==> src/rtl/romulus_config_pkg.sv <==
// Shared configuration for the Romulus TBC sequencer: round geometry,
// round-constant width and initial value, FSM state encoding.
package romulus_config_pkg;

    localparam int ROUNDS       = 40;
    localparam int CLKS_PER_RND = 4;
    localparam int KEYSHARES    = 2;
    localparam int CONSTW       = 6;
    localparam int PHASEW       = (CLKS_PER_RND > 1) ? $clog2(CLKS_PER_RND) : 1;

    localparam logic [CONSTW-1:0] RC_INIT = 6'h01;

    typedef enum logic [1:0] {
        IDLE    = 2'd0,
        ROUND   = 2'd1,
        CORRECT = 2'd2,
        DONE    = 2'd3
    } state_t;

    // Skinny round-constant LFSR: shift left, feed back c5 ^ c4 ^ 1.
    function automatic logic [CONSTW-1:0] rc_next(input logic [CONSTW-1:0] c);
        return {c[4:0], c[5] ^ c[4] ^ 1'b1};
    endfunction

endpackage

==> src/rtl/skinny_rc_lfsr.sv <==
// 6-bit Skinny round-constant register with clear/load/step controls.
// Priority: clear over load over step.
module skinny_rc_lfsr
    import romulus_config_pkg::*;
(
    input  logic              clk,
    input  logic              rst,
    input  logic              clear,
    input  logic              load,
    input  logic              step,
    output logic [CONSTW-1:0] rc
);

    always_ff @(posedge clk or posedge rst) begin
        if (rst) begin
            rc <= '0;
        end else if (clear) begin
            rc <= '0;
        end else if (load) begin
            rc <= RC_INIT;
        end else if (step) begin
            rc <= rc_next(rc);
        end
    end

endmodule

==> src/rtl/romulus_tbc_sequencer.sv <==
// Control FSM for one Skinny-128-384+ TBC invocation in the masked Romulus
// datapath. Optional `abort` input when ROMULUS_SEQ_ABORT_EN is defined.
module romulus_tbc_sequencer
    import romulus_config_pkg::*;
(
    input  logic                    clk,
    input  logic                    rst,
    input  logic                    start,
    input  logic                    incr_cnt,
`ifdef ROMULUS_SEQ_ABORT_EN
    input  logic                    abort,
`endif
    output logic                    busy,
    output logic                    done,
    output logic [CLKS_PER_RND-1:0] ring_en,
    output logic [CONSTW-1:0]       constant,
    output logic                    senc,
    output logic                    sen,
    output logic                    xenc,
    output logic                    xen,
    output logic                    yenc,
    output logic                    yen,
    output logic                    zenc,
    output logic                    zen,
    output logic [1:0]              share_en,
    output logic                    correct_cnt
);

    // Handshake: `start` is a level request sampled only in IDLE; a request
    // seen in any other state is dropped, never queued. `busy` is low exactly
    // when the next `start` will be accepted.
    state_t            state, state_d;
    logic [PHASEW-1:0] phase, phase_d;
    logic [5:0]        rnd, rnd_d;
    logic [0:0]        k, k_d;
    logic              incr_q, incr_d;
    logic              rc_clear, rc_load, rc_step;
    logic              abort_req;
    logic              last_phase, last_rnd, last_k;

`ifdef ROMULUS_SEQ_ABORT_EN
    assign abort_req = abort;
`else
    assign abort_req = 1'b0;
`endif

    assign last_phase = (phase == PHASEW'(CLKS_PER_RND - 1));
    assign last_rnd   = (rnd == 6'(ROUNDS - 1));
    assign last_k     = (k == 1'(KEYSHARES - 1));

    always_ff @(posedge clk or posedge rst) begin
        if (rst) begin
            state  <= IDLE;
            phase  <= '0;
            rnd    <= '0;
            k      <= '0;
            incr_q <= 1'b0;
        end else begin
            state  <= state_d;
            phase  <= phase_d;
            rnd    <= rnd_d;
            k      <= k_d;
            incr_q <= incr_d;
        end
    end

    always_comb begin
        state_d  = state;
        phase_d  = phase;
        rnd_d    = rnd;
        k_d      = k;
        incr_d   = incr_q;
        rc_clear = 1'b0;
        rc_load  = 1'b0;
        rc_step  = 1'b0;
        unique case (state)
            IDLE: begin
                if (start && !abort_req) begin
                    state_d = ROUND;
                    phase_d = '0;
                    rnd_d   = '0;
                    incr_d  = incr_cnt;
                    rc_load = 1'b1;
                end
            end
            ROUND: begin
                if (last_phase) begin
                    phase_d = '0;
                    if (last_rnd) begin
                        state_d  = CORRECT;
                        k_d      = '0;
                        rc_clear = 1'b1;
                    end else begin
                        rnd_d   = rnd + 6'd1;
                        rc_step = 1'b1;
                    end
                end else begin
                    phase_d = phase + PHASEW'(1);
                end
            end
            CORRECT: begin
                if (last_k) begin
                    state_d = DONE;
                end else begin
                    k_d = k + 1'b1;
                end
            end
            DONE: state_d = IDLE;
        endcase
        // Abort overrides whatever progress the case above chose.
        if (abort_req && state != IDLE) begin
            state_d  = IDLE;
            phase_d  = '0;
            rnd_d    = '0;
            k_d      = '0;
            rc_load  = 1'b0;
            rc_step  = 1'b0;
            rc_clear = 1'b1;
        end
    end

    skinny_rc_lfsr u_rc (
        .clk   (clk),
        .rst   (rst),
        .clear (rc_clear),
        .load  (rc_load),
        .step  (rc_step),
        .rc    (constant)
    );

    // Outputs are decoded from registers only, so nothing depends on `start`.
    always_comb begin
        busy        = (state != IDLE);
        done        = 1'b0;
        ring_en     = '0;
        senc        = 1'b0;
        sen         = 1'b0;
        xenc        = 1'b0;
        xen         = 1'b0;
        yenc        = 1'b0;
        yen         = 1'b0;
        zenc        = 1'b0;
        zen         = 1'b0;
        share_en    = '0;
        correct_cnt = 1'b0;
        unique case (state)
            IDLE: ;
            ROUND: begin
                ring_en = CLKS_PER_RND'(1) << phase;
                senc    = 1'b1;
                xenc    = 1'b1;
                yenc    = 1'b1;
                zenc    = 1'b1;
                sen     = 1'b1;
                xen     = 1'b1;
                yen     = last_phase;
                zen     = last_phase;
            end
            CORRECT: begin
                xen         = 1'b1;
                share_en    = 2'b01 << k;
                correct_cnt = incr_q;
                yen         = (k == 1'b0);
                zen         = (k == 1'b0);
            end
            DONE: done = 1'b1;
        endcase
    end

endmodule
==> config.mk <==
export PLATFORM = sky130hd
export DESIGN_NAME = romulus_tbc_sequencer
export DESIGN_NICKNAME = d
export VERILOG_FILES = /design/src/rtl/romulus_config_pkg.sv /design/src/rtl/skinny_rc_lfsr.sv /design/src/rtl/romulus_tbc_sequencer.sv
export SDC_FILE = /design/constraint.sdc
export NUM_CORES = 1
export LEC_CHECK = 0
export CAP_MARGIN = 30
export CORE_ASPECT_RATIO = 0.6
export CORE_MARGIN = 1.5
export CORE_UTILIZATION = 35
export CTS_BUF_LIST = sky130_fd_sc_hd__clkbuf_16
export DETAILED_ROUTE_END_ITERATION = 12
export PLACE_DENSITY_LB_ADDON = 0.15
export SLEW_MARGIN = 40
export SYNTH_ARGS = -nofsm -noshare
export SYNTH_HDL_FRONTEND = slang
export SYNTH_SLANG_ARGS = --single-unit
==> constraint.sdc <==
create_clock -name clk -period 2.4 [get_ports clk]
set_input_delay 0.6 -clock clk [delete_from_list [all_inputs] [get_ports clk]]
set_output_delay 0.6 -clock clk [all_outputs]
set_load 0.005 [all_outputs]
# Word-level counts from Yosys, hierarchy flattened
# Index checks and enable logic that the tools add are counted.
[classes] bitwise_logic=3 n_mux=34 add_sub_neg=3 eq_ne=10 shifts=2 n_reduce_logical=11
[op_table] cell="6-bit 2-to-1 mux" n=6
[op_table] cell="1-bit 2-to-1 mux" n=15
[op_table] cell="2-bit 2-to-1 mux" n=7
[op_table] cell="6-bit one-hot mux with 2 select lines" n=1
[op_table] cell="2-bit != test, second input constant" n=5
[op_table] cell="2-bit one-hot mux with 4 select lines" n=1
[op_table] cell="4-bit AND reduction" n=2
[op_table] cell="6-bit by 1-bit adder with 6-bit output, second input constant" n=1
[op_table] cell="2-bit equality test, second input constant" n=3
[op_table] cell="6-bit equality test, second input constant" n=1
[op_table] cell="2-bit nonzero test" n=3
[op_table] cell="4-bit 2-to-1 mux" n=1
[op_table] cell="1-bit one-hot mux with 2 select lines" n=2
[op_table] cell="2-bit one-hot mux with 2 select lines" n=1
[op_table] cell="2-bit AND reduction" n=2
[op_table] cell="1-bit by 2-bit << shifter with 4-bit output, first input constant" n=1
[op_table] cell="3-bit AND reduction" n=1
[op_table] cell="3-bit nonzero test" n=1
[op_table] cell="2-bit by 1-bit adder with 2-bit output, second input constant" n=1
[op_table] cell="2-bit by 1-bit equality test with 1-bit output, second input constant" n=1
[op_table] cell="2-bit logical NOT" n=1
[op_table] cell="1-bit NOT" n=2
[op_table] cell="2-bit OR reduction" n=1
[op_table] cell="1-bit by 1-bit << shifter with 2-bit output, first input constant" n=1
[op_table] cell="other kinds (2)" n=2
[word_totals] ff_bits=18 word_cells=69

# Depth between registers and ports, before layout
[logic_depth] depth_word=7 depth_mapped=7 depth_no_buf=6

# Hierarchy
# A second synthesis with hierarchy kept.
[unflattened] cells_unflattened=117 area_unflattened_um2=1128.6
[modules_own_cells] mod="romulus_tbc_sequencer" cells_per_inst=95 n_inst=1 seq_area_each_um2=300.3 area_per_inst_um2=865.8
[modules_own_cells] mod="skinny_rc_lfsr" cells_per_inst=22 n_inst=1 seq_area_each_um2=150.1 area_per_inst_um2=262.8

# Least setup slack after synthesis
# No wires, ideal clock.
[synth_path] kind="reg2out" startpoint="reg state[1]" endpoint="out zen" n_path_buf=2 arrival_time_ns=1.498 slack_ns=0.302 stages_incl_launch_ff=7 cell_sequence="dfrtp_1 -> inv_1 -> ha_1 -> buf_2 -> nand2_1 -> a21boi_0 -> buf_4"
[synth_via] elab_chain_len=2 elab_cells_between_ends=3
[synth_lines] item="start, declared" line="romulus_tbc_sequencer.sv:32" rtl="state_t state, state_d;"
[synth_lines] item="start signal, assigned" line="romulus_tbc_sequencer.sv:59" rtl="state <= state_d;"
[synth_lines] item="2-bit equality test or 2-bit by 1-bit equality test with 1-bit output (tied branches)"
[synth_lines] item="1-bit one-hot mux with 2 select lines (*)"
[synth_lines] item="end, declared" line="romulus_tbc_sequencer.sv:24" rtl="output logic zen,"
# Every way passes the cells marked *; elsewhere a longest branch is shown, timed or not.

# Final worst setup path
[layout_path] startpoint="reg state[0]" endpoint="out zen"
[layout_via] elab_chain_len=2 elab_cells_between_ends=3
[layout_lines] item="2-bit equality test or 2-bit by 1-bit equality test with 1-bit output (tied branches)" line="romulus_tbc_sequencer.sv:146" rtl="unique case (state)"
[layout_lines] item="1-bit one-hot mux with 2 select lines (*)" line="romulus_tbc_sequencer.sv:146"
# Marks and branches as above.

==> out/metrics.csv <==
metric;value;unit
status;finished clean;
reg2reg_depth;8;
die_h;46.9;µm
first_iter_violations;37;
hp-class;reg -> reg;
cts_root_buf;clkbuf_16;
crit_fanout;6;
holdWs;0.501;ns
ir_worst_vdd;329;µV
yosysWarnings;0;
layout.area.seq;452;µm²
synthFlopType;dfrtp_1;
floorplan.initialDensity;0.379;
fmax;428;MHz
drive_gt1_frac;0.182;
synth_edf_count;0;
hold_depth;1;
synth-xor-area-share;0.00780;
cts_buffer_depth;2;
endpoint_kind;output port;
drc;0;
yosys.area_share.simple;0.204;
ys_top_cells_by_area;dfrtp_1, ha_1, a21oi_1;
synth_mux_area_frac;0.0412;
ys_types;37;
synthesis.instances;121;
synth_most_common_cell;dfrtp_1;
via_count;957;
ys_ff_latch;18;
ios;27;
ant_nets;0;
tritoncts;done;
synth_top_area_frac;0.401;
setup_viol;0;
grt_pass1_vias;917;
powerDensity;407;nW/µm²
fin_crit_sh;0.973;
first_pass_iters;4;
antennaDiodeCount;0;
numClockSinks;18;
clock-skew-final;0.00308;ns
synth_compound_area_frac;0.157;
io_buffers;26;
crit_arrival;1.73;ns
antenna_found_initial;0;
synth-async-reset-ratio;1.00;
h-tree-depth;1;
wl_per_cell;13.5;µm
nNetsFinal;169;
num_rows;15;
p_leak;0.735;nW
fillers;276;
postLayoutCellArea;1620;µm²
syn_area;1120;µm²
crit_required;1.80;ns
coreArea;2970;µm²
wl;2650;µm
syn_avg_cell_area;9.29;µm²
insertion_delay;0.25;ns
max_cap_violations;0;
tightest_slew;0.442;ns
startpoint_type;flip-flop;
synthAdderAreaFrac;0.111;
area_growth;43.8;%
clk_pin_slew;0.06;ns
via_per_inst;4.88;
syn_nets;135;
cts_inserted_buffers;3;
synth_commonest_cells;dfrtp_1, nand2_1, a21oi_1, ha_1, inv_1;
period_minus_slack;2.33;ns
die_area;3570;µm²
slew_violations;0;
multiInputGateArea;647;µm²
yosys.area.top_type;dfrtp_1;
grt_first_pass_wirelength;4350;µm
cts_hold_buffers;0;
max-slew-margin-rel;0.706;
grt_usage;0.159;
path_class;reg -> out;
die_w;76.1;µm
ys_seq_area_frac;0.401;
dpl_cell_area;1430;µm²
globalplace.congestion;0.812;
grt-ovfl-total;0;
hpwl;1860;µm
finalPower;0.000658;W
synth_top_family_by_area;simple AND/OR/NAND/NOR gates;
grt_max_degree;19;
finalHoldViolations;0;
path summary, 6_finish.rpt:
kind	from	endpoint	slack (ns)
min in group asynchronous	rst	incr_q	0.68
setup / recovery	state[0]	zen	0.07
max in group asynchronous	rst	state[0]	1.51
hold / removal	incr_q	incr_q	0.50
hold reg to reg	incr_q	incr_q	0.50
setup reg to reg	state[1]	rnd[0]	0.44
area by class of cell:
cell class,count,share of cell area
flip-flops and latches,18,0.280
multi-input cells,85,0.400
well taps,42,0.0325
clock inverters,1,0.00232
inverters,10,0.0248
clock buffers,3,0.0465
repair buffers,37,0.214
placed cells by master (no fill, tap or decap), types with 2 or more instances in the layout:
master | Yosys | routed
nor2_1 | 2 | 2
o21ai_0 | 4 | 4
nand3_1 | 8 | 8
mux2i_1 | 2 | 2
clkbuf_16 | 0 | 3
ha_4 | 0 | 4
a21o_1 | 2 | 2
a21oi_1 | 10 | 10
and2_1 | 6 | 6
clkinv_1 | 1 | 2
nand4_1 | 3 | 3
nand2_1 | 13 | 13
nor3_1 | 3 | 3
buf_4 | 5 | 11
ha_1 | 10 | 6
clkdlybuf4s50_1 | 0 | 25
inv_1 | 9 | 7
a22o_1 | 2 | 2
dfrtp_1 | 18 | 17
sequential cells by signal, indices dropped and copies added, names as in the netlist:
name and flops:
k 1, rnd 6, u_rc.rc 6, state 2
incr_q 1, phase 2
metal layers:
| metal | vias to the layer above | global-route usage | wire length [µm] |
|---|---|---|---|
| li1 | 487 | - | - |
| met2 | 26 | 0.245 | 1040 |
| met1 | 444 | 0.222 | 1480 |
| met4 | 0 | 0.0333 | 0 |
| met3 | 0 | 0.0524 | 130 |
| met5 | - | 0 | 0 |
critical path, cell delays in order, from the launching register on:
cell and delay [ns]:
dfrtp_2 0.45, inv_4 0.11, ha_4 0.18, nand2b_4 0.08, a21boi_2 0.16, clkdlybuf4s50_1 0.51
power breakdown:
part	switching [W]	internal [W]
sequential	0	0.000304
clock	0.000119	0.000222
combinational	0.00000751	0.00000552
total	0.000127	0.000531
through the flow:
stage | setup WS, ns | utilization | setup TNS [ns] | instances
final | 0.0652 | 0.545 | 0 | 196
after global placement | 0.158 | 0.483 | 0 | 187
after detailed placement | -0.00695 | 0.483 | -0.00695 | 187
after CTS | 0.0109 | 0.521 | 0 | 193
after global routing | -0.00129 | 0.545 | -0.00129 | 196
after floorplan | 0.302 | - | 0 | 121
cell families after synthesis:
logic type | Yosys count
xor+xnor | 1
buf+inv | 18
flops | 18
compound gates | 27
simple gates | 43
fa+ha+maj | 10
mux | 4
timing repair:
action	in CTS	in global routing
setup buffers	2	3
setup endpoints to repair	2	6
gates resized for setup	6	9
pin swaps	1	1
(Power assumes the default switching activity.)
